$ cat src/rtl/filter_window_ctrl.sv
// filter_window_ctrl: frame sequencer for the ROM -> line_buffer -> matrix filter path.
// Define AUTO_ROW_EN to have rows start automatically ROW_GAP cycles after READY entry.
module filter_window_ctrl #(
    parameter int PIC_WIDTH  = 250,
    parameter int PIC_HEIGHT = 250,
    parameter int KSIZE      = 5,
    parameter int ADDR_W     = 16,
    parameter int FLUSH_CYC  = 4,
    parameter int ROW_GAP    = 8
) (
    input  logic              i_lcd_pclk,
    input  logic              i_rst,
    input  logic              i_frame_start,
    input  logic              i_fifo_rst_busy,
    input  logic              i_row_req,
    output logic [ADDR_W-1:0] o_rom_addr,
    output logic              o_rom_rd_en,
    output logic              o_fifo_rst_n,
    output logic              o_buf_wr_en,
    output logic              o_buf_rd_en,
    output logic              o_matrix_valid,
    output logic              o_row_ready,
    output logic              o_row_done,
    output logic              o_frame_done,
    output logic [10:0]       o_row_cnt,
    output logic              o_err_overrun
);
    localparam int OUT_ROWS = PIC_HEIGHT - KSIZE + 1;
    localparam int CNT_A    = PIC_WIDTH > FLUSH_CYC ? PIC_WIDTH : FLUSH_CYC;
    localparam int CNT_MAX  = CNT_A > ROW_GAP ? CNT_A : ROW_GAP;
    localparam int CNT_W    = $clog2(CNT_MAX + 1);
    localparam logic [CNT_W-1:0]  W_LAST   = CNT_W'(PIC_WIDTH - 1);
    localparam logic [CNT_W-1:0]  F_LAST   = CNT_W'(FLUSH_CYC - 1);
    localparam logic [ADDR_W-1:0] PRE_LAST = ADDR_W'((KSIZE - 1) * PIC_WIDTH - 1);
    localparam logic [10:0]       ROWS_END = 11'(OUT_ROWS);

    typedef enum logic [2:0] {IDLE, FLUSH, WAIT_BUSY, PREFILL, READY, ROW, DONE} state_t;

    state_t             r_state;
    logic [CNT_W-1:0]   r_cnt;
    logic [ADDR_W-1:0]  r_rom_addr;
    logic [10:0]        r_row_cnt;
    logic               r_rom_rd_en, r_fifo_rst_n, r_buf_wr_en, r_buf_rd_en, r_matrix_valid;
    logic               r_row_ready, r_row_done, r_frame_done, r_err_overrun;
    logic               w_go, w_overrun;

`ifdef AUTO_ROW_EN
    localparam logic [CNT_W-1:0] G_LAST = CNT_W'(ROW_GAP - 1);
    assign w_go      = r_cnt == G_LAST;
    assign w_overrun = 1'b0;
`else
    assign w_go      = i_row_req;
    assign w_overrun = i_row_req && r_state != READY;
`endif

    always_ff @(posedge i_lcd_pclk) begin
        if (i_rst || i_frame_start) begin
            r_state        <= i_rst ? IDLE : FLUSH;
            r_fifo_rst_n   <= i_rst;
            r_cnt          <= '0;
            r_rom_addr     <= '0;
            r_row_cnt      <= '0;
            r_rom_rd_en    <= 1'b0;
            r_buf_wr_en    <= 1'b0;
            r_buf_rd_en    <= 1'b0;
            r_matrix_valid <= 1'b0;
            r_row_ready    <= 1'b0;
            r_row_done     <= 1'b0;
            r_frame_done   <= 1'b0;
            r_err_overrun  <= 1'b0;
        end else begin
            // Strobes trail the issue cycle by one to line up with ROM data.
            r_buf_wr_en    <= r_rom_rd_en;
            r_buf_rd_en    <= r_rom_rd_en && r_state == ROW;
            r_matrix_valid <= r_rom_rd_en && r_state == ROW;
            r_row_done     <= 1'b0;
            r_frame_done   <= 1'b0;
            if (w_overrun) r_err_overrun <= 1'b1;
            if (r_rom_rd_en) r_rom_addr <= r_rom_addr + 1'b1;
            case (r_state)
                FLUSH: begin
                    if (r_cnt == F_LAST) begin
                        r_state      <= WAIT_BUSY;
                        r_fifo_rst_n <= 1'b1;
                    end else r_cnt <= r_cnt + 1'b1;
                end
                WAIT_BUSY: begin
                    if (!i_fifo_rst_busy) begin
                        r_state     <= PREFILL;
                        r_rom_rd_en <= 1'b1;
                    end
                end
                PREFILL: begin
                    if (r_rom_addr == PRE_LAST) begin
                        r_state     <= READY;
                        r_rom_rd_en <= 1'b0;
                        r_row_ready <= 1'b1;
                        r_cnt       <= '0;
                    end
                end
                READY: begin
                    if (w_go) begin
                        r_state     <= ROW;
                        r_row_ready <= 1'b0;
                        r_rom_rd_en <= 1'b1;
                        r_cnt       <= '0;
                    end else r_cnt <= r_cnt + 1'b1;
                end
                ROW: begin
                    if (r_rom_rd_en) begin
                        if (r_cnt == W_LAST) begin
                            r_rom_rd_en <= 1'b0;
                            r_row_done  <= 1'b1;
                            r_row_cnt   <= r_row_cnt + 1'b1;
                        end else r_cnt <= r_cnt + 1'b1;
                    end else begin
                        // Tail cycle: row_cnt already reflects the finished row.
                        r_state      <= r_row_cnt == ROWS_END ? DONE : READY;
                        r_row_ready  <= r_row_cnt != ROWS_END;
                        r_frame_done <= r_row_cnt == ROWS_END;
                        r_cnt        <= '0;
                    end
                end
                DONE: r_state <= IDLE;
                default: r_state <= IDLE;
            endcase
        end
    end

    assign o_rom_addr     = r_rom_addr;
    assign o_rom_rd_en    = r_rom_rd_en;
    assign o_fifo_rst_n   = r_fifo_rst_n;
    assign o_buf_wr_en    = r_buf_wr_en;
    assign o_buf_rd_en    = r_buf_rd_en;
    assign o_matrix_valid = r_matrix_valid;
    assign o_row_ready    = r_row_ready;
    assign o_row_done     = r_row_done;
    assign o_frame_done   = r_frame_done;
    assign o_row_cnt      = r_row_cnt;
    assign o_err_overrun  = r_err_overrun;
endmodule

$ cat config.mk
export PLATFORM = sky130hd
export DESIGN_NAME = filter_window_ctrl
export DESIGN_NICKNAME = d
export VERILOG_FILES = /design/src/rtl/filter_window_ctrl.sv
export SDC_FILE = /design/constraint.sdc
export NUM_CORES = 1
export LEC_CHECK = 0
export ABC_AREA = 1
export ABC_CLOCK_PERIOD_IN_PS = 2300
export BUFFER_PORTS_ARGS = -buffer_cell sky130_fd_sc_hd__buf_4
export CAP_MARGIN = 30
export CORE_AREA = 10 10 102 104
export DETAILED_ROUTE_END_ITERATION = 16
export DIE_AREA = 0 0 112 114
export GPL_TIMING_DRIVEN = 0
export SETUP_SLACK_MARGIN = 0.02
export SLEW_MARGIN = 20
export SYNTH_ARGS = -nofsm -noshare
export SYNTH_HDL_FRONTEND = slang
export SYNTH_SLANG_ARGS = --single-unit
$ cat constraint.sdc
create_clock -name i_lcd_pclk -period 2.3 [get_ports i_lcd_pclk]
set_input_delay 0.23 -clock i_lcd_pclk [delete_from_list [all_inputs] [get_ports i_lcd_pclk]]
set_output_delay 0.23 -clock i_lcd_pclk [all_outputs]
set_load 0.02 [all_outputs]
==> summary.txt <==
Setup path
  • Flop2flop setup slack: between 0.3 and 0.4 ns
  • Worst path arrival time: around 1.9 ns
  • Worst path slowest cell: o31ai_1
  • Worst-path fanout max: 4
  • Reg2reg start: o_rom_addr[0]$_SDFFE_PP0P_
  • CP delay by family, top: compound AO/OA/AOI/OAI gates
  • Worst EP required: ~2.3 ns
  • CP bufs+invs: 0
  • R2R depth: 7
  • Reg-to-Reg End: r_state[1]$_SDFFCE_PP0P_
  • Startpoint Class: flop
  • CP Class: reg -> reg
  • CP dominant cell by count: nand2_1
  • Largest stage delay on the critical path: approximately 0.50 ns
  • Setup crit end kind: flop
  • Cell Chain, Critical Path: ha_1 -> nand3_1 -> nor2_1 -> nand2_1 -> nand2_2 -> nand2_1 -> o31ai_1

Floorplan
  • Row cnt: 34
  • Core area: about 8500 um^2
  • Initial core utilization: 29.2%
  • Die Area: approximately 13000 um^2
  • Die width: roughly 110 um
  • Num ports: 41
  • Die Ht: 114 um

Clock tree
  • CTS sink count: 46
  • TritonCTS clock tree: yes
  • H-tree depth: 2
  • Cts repair resizes: 0
  • CTS Root Cell: clkbuf_8
  • Worst-Skew Late Latency: 0.30 ns
  • Num CTS Buffers: 5
  • Post-CTS Setup Inserts: 0
  • Clk slew on worst S/H paths: 0.09 ns
  • Hold Buf Count CTS: 0
  • CTS Buffer Depth: 2

GRT
  • GRT Util Overall: under 10%
  • Met2 Resource Use GR: 16.9%
  • Global-route wire length before repair: 10700 um
  • GRT busiest layer: met2
  • Met1 Track Usage GR: 11.4%
  • Grt total ovfl: 0
  • Grt met3 use: under 10%
  • Antenna violations before repair: 0
  • Number of global-route vias before repair: roughly 2300
  • Largest net degree at the start of global routing: 15

Final layout
  • Layout filler cell count: 911
  • FF+latch area: a little under 1000 um^2
  • Synthesis-to-layout area growth: 21.8%
  • Design area: about 3000 um^2
  • # diodes: 0
  • Layout cells sized above 1: about a fifth
  • Nets: just over 400
  • Multi-input logic area: 1270 um^2

Synthesis
  • Async SR Flop Fraction: 0%
  • Top-area cell type share of the netlist area: between 30 and 40%
  • Commonest cells post-synth: 74 x nand2_1, 54 x nor2_1, 51 x inv_1, 42 x dfxtp_1, 26 x a21oi_1
  • Area share of xor/xnor cells in the synthesized design: 2.13%
  • Synth Area in Simple Gates: between 30% and 40%
  • Sequential area share after synthesis: slightly below 40%
  • Synth Flop Type: dfxtp_1
  • YS warnings: 0
  • Compound-gate portion of the synthesized area: 9.67%
  • Post-synth net total: ~360
  • Post-Synthesis Cells: ~350
  • Synth Area per Inst: 7.00 um^2
  • Largest cells by area after synthesis: dfxtp_1 34%, nand2_1 11%, nor2_1 8.2%, inv_1 7.7%, a21oi_1 5.3%
  • EDFF count, synth: 4
  • Post-Synth Adder-Cell Area: 3.04%
  • Largest family of logic cells by synthesized area: simple AND/OR/NAND/NOR gates
  • Flops & latches, synth: between 40 and 50
  • Post-synthesis mux area share: 0%
  • Yosys cell types: 34
  • Cell accounting for the most synthesized area: dfxtp_1
  • Most common cell in the netlist: nand2_1
  • Mapped cell area: between 2000 and 2500 um^2

Placed design
  • DP Worst Slack: ~0.31 ns
  • Post-detail-place hpwl: 4970 um
  • IO buf count: 40
  • RD Place Congestion: 0.867
  • Post-Place Cell Area: roughly 2900 um^2

Timing
  • Final hold vios: 0
  • Unrepaired setup endpoints after global routing: no
  • Final setup skew: between 0.003 and 0.004 ns
  • Final Cycle Share: a little under nine tenths
  • F_max: a little over 500 MHz
  • Worst Max-Slew Pin Slew: between 0.6 and 0.7 ns
  • Max-slew violations: 0
  • Max-slew headroom: 59.3%
  • Endpoints failing setup: 0
  • Setup TNS: 0 ns
  • Tmin final: slightly below 2 ns
  • Final WS setup: roughly 0.32 ns

Power
  • Worst VDD drop: approximately 0.29 mV
  • Power per cell area: about 540 nW/um^2
  • Sequential share of power: between 50 and 60%
  • Clk network pwr share: 34.3%
  • Switching Power: between 400 and 500 uW
  • Leakage Power: ~1.3 nW
  • P_int: approximately 1.2 mW
  • Switching Share: between 20% and 30%
  • Combinational share of power: between 10% and 20%

Min path
  • Hold Path End: o_err_overrun$_SDFFE_PP0P_
  • Hold crit path type: in -> reg
  • Hold Crit Depth: 3
  • Hold Startpoint: i_row_req

Drt
  • Antenna-violating nets left: 0
  • Routed WL: approximately 6300 um
  • DRC violations left: 0
  • Vias: ~2400
  • DR WL/cell: between 10 and 15 um
  • Drt first pass iters: 4
  • Initial drt markers: 132
  • Vias per cell: 4.64

Flow run
  • MaxCap Viol Count: 0

Outcome
  • Outcome: finished, final reports clean
-- through the flow --
step / hold slack, ns / utilization (%) / total power, mW / cells
CTS: 0.175 / 35.6 / 1.63 / 509
global route: 0.216 / 35.6 / 1.70 / 509
global placement: 0.465 / 34.3 / 1.07 / 501
finish: 0.173 / 35.6 / 1.61 / 509
detailed placement: 0.479 / 34.3 / 1.08 / 501
floorplan: 0.375 / - / 1.02 / 353
-- worst reg2reg max path: cells and delay by family, from the launching register on --
kind	cells	cell delay, ns
AOI/OAI and AO/OA	1	0.50
and+or+nand+nor	5	0.48
DFF	1	0.42
adders and majority gates	1	0.21
-- cell families after synthesis --
kind of cell | after synthesis
flops | 46
simple gates | 189
fa+ha+maj | 6
compound gates | 44
xor+xnor | 6
buf+inv | 62
-- sequential cells by signal (all words and copies together) (netlist names) --
register / flops
o_row_done: 1
o_rom_rd_en: 1
o_row_cnt: 11
o_buf_wr_en: 1
o_rom_addr: 16
o_err_overrun: 1
r_state: 3
o_matrix_valid: 1
r_cnt: 8
o_frame_done: 1
o_row_ready: 1
o_fifo_rst_n: 1
-- power by group through the flow --
stage	combinational [mW]	clock [mW]	sequential, mW
2_1_floorplan	0.152	0	0.864
3_3_place_gp	0.215	0	0.858
3_5_place_dp	0.218	0	0.859
4_1_cts	0.219	0.573	0.840
5_1_grt	0.251	0.601	0.843
6_report	0.219	0.553	0.840
-- how the worst max path moves through the flow --
stage	cells past startpoint	endpoint	slack, ns	from
2_1_floorplan	7	r_state[0]$_DFFE_PP_	0.49	o_rom_addr[0]$_SDFFE_PP0P_
3_3_place_gp	7	r_state[0]$_DFFE_PP_	0.36	o_rom_addr[0]$_SDFFE_PP0P_
3_5_place_dp	7	r_state[0]$_DFFE_PP_	0.31	o_rom_addr[0]$_SDFFE_PP0P_
4_1_cts	7	r_state[1]$_SDFFCE_PP0P_	0.30	o_rom_addr[0]$_SDFFE_PP0P_
5_1_grt	7	r_state[2]$_SDFFCE_PP0P_	0.15	o_rom_addr[0]$_SDFFE_PP0P_
6_report	7	r_state[1]$_SDFFCE_PP0P_	0.32	o_rom_addr[0]$_SDFFE_PP0P_
-- final cells by class --
cell class / instances / area share (%)
Clock buffer: 6 / 3.12
Clock inverter: 2 / 0.333
Timing Repair Buffer: 40 / 9.98
Sequential cell: 46 / 31.9
Tap cell: 108 / 4.49
Buffer: 6 / 1.12
Inverter: 56 / 6.98
Multi-Input combinational cell: 245 / 42.1
-- per-layer routing --
metal / vias to the layer above / wire [um]
met1: 1083 / 2860
li1: 1221 / -
met5: - / 0
met2: 52 / 3020
met3: 8 / 356
met4: 0 / 99
-- layout by cell type (no fill, tap or decap), drive strengths merged, types with 4 or more instances in the layout --
cell type / instances
nor2: 62
dfxtp: 42
nor3: 7
edfxtp: 4
nand4: 11
nand2: 81
o21ai: 11
inv: 55
clkbuf: 9
ha: 6
buf: 43
a21oi: 26
nand3: 23
No activity file was read; power rests on OpenSTA's default activity.
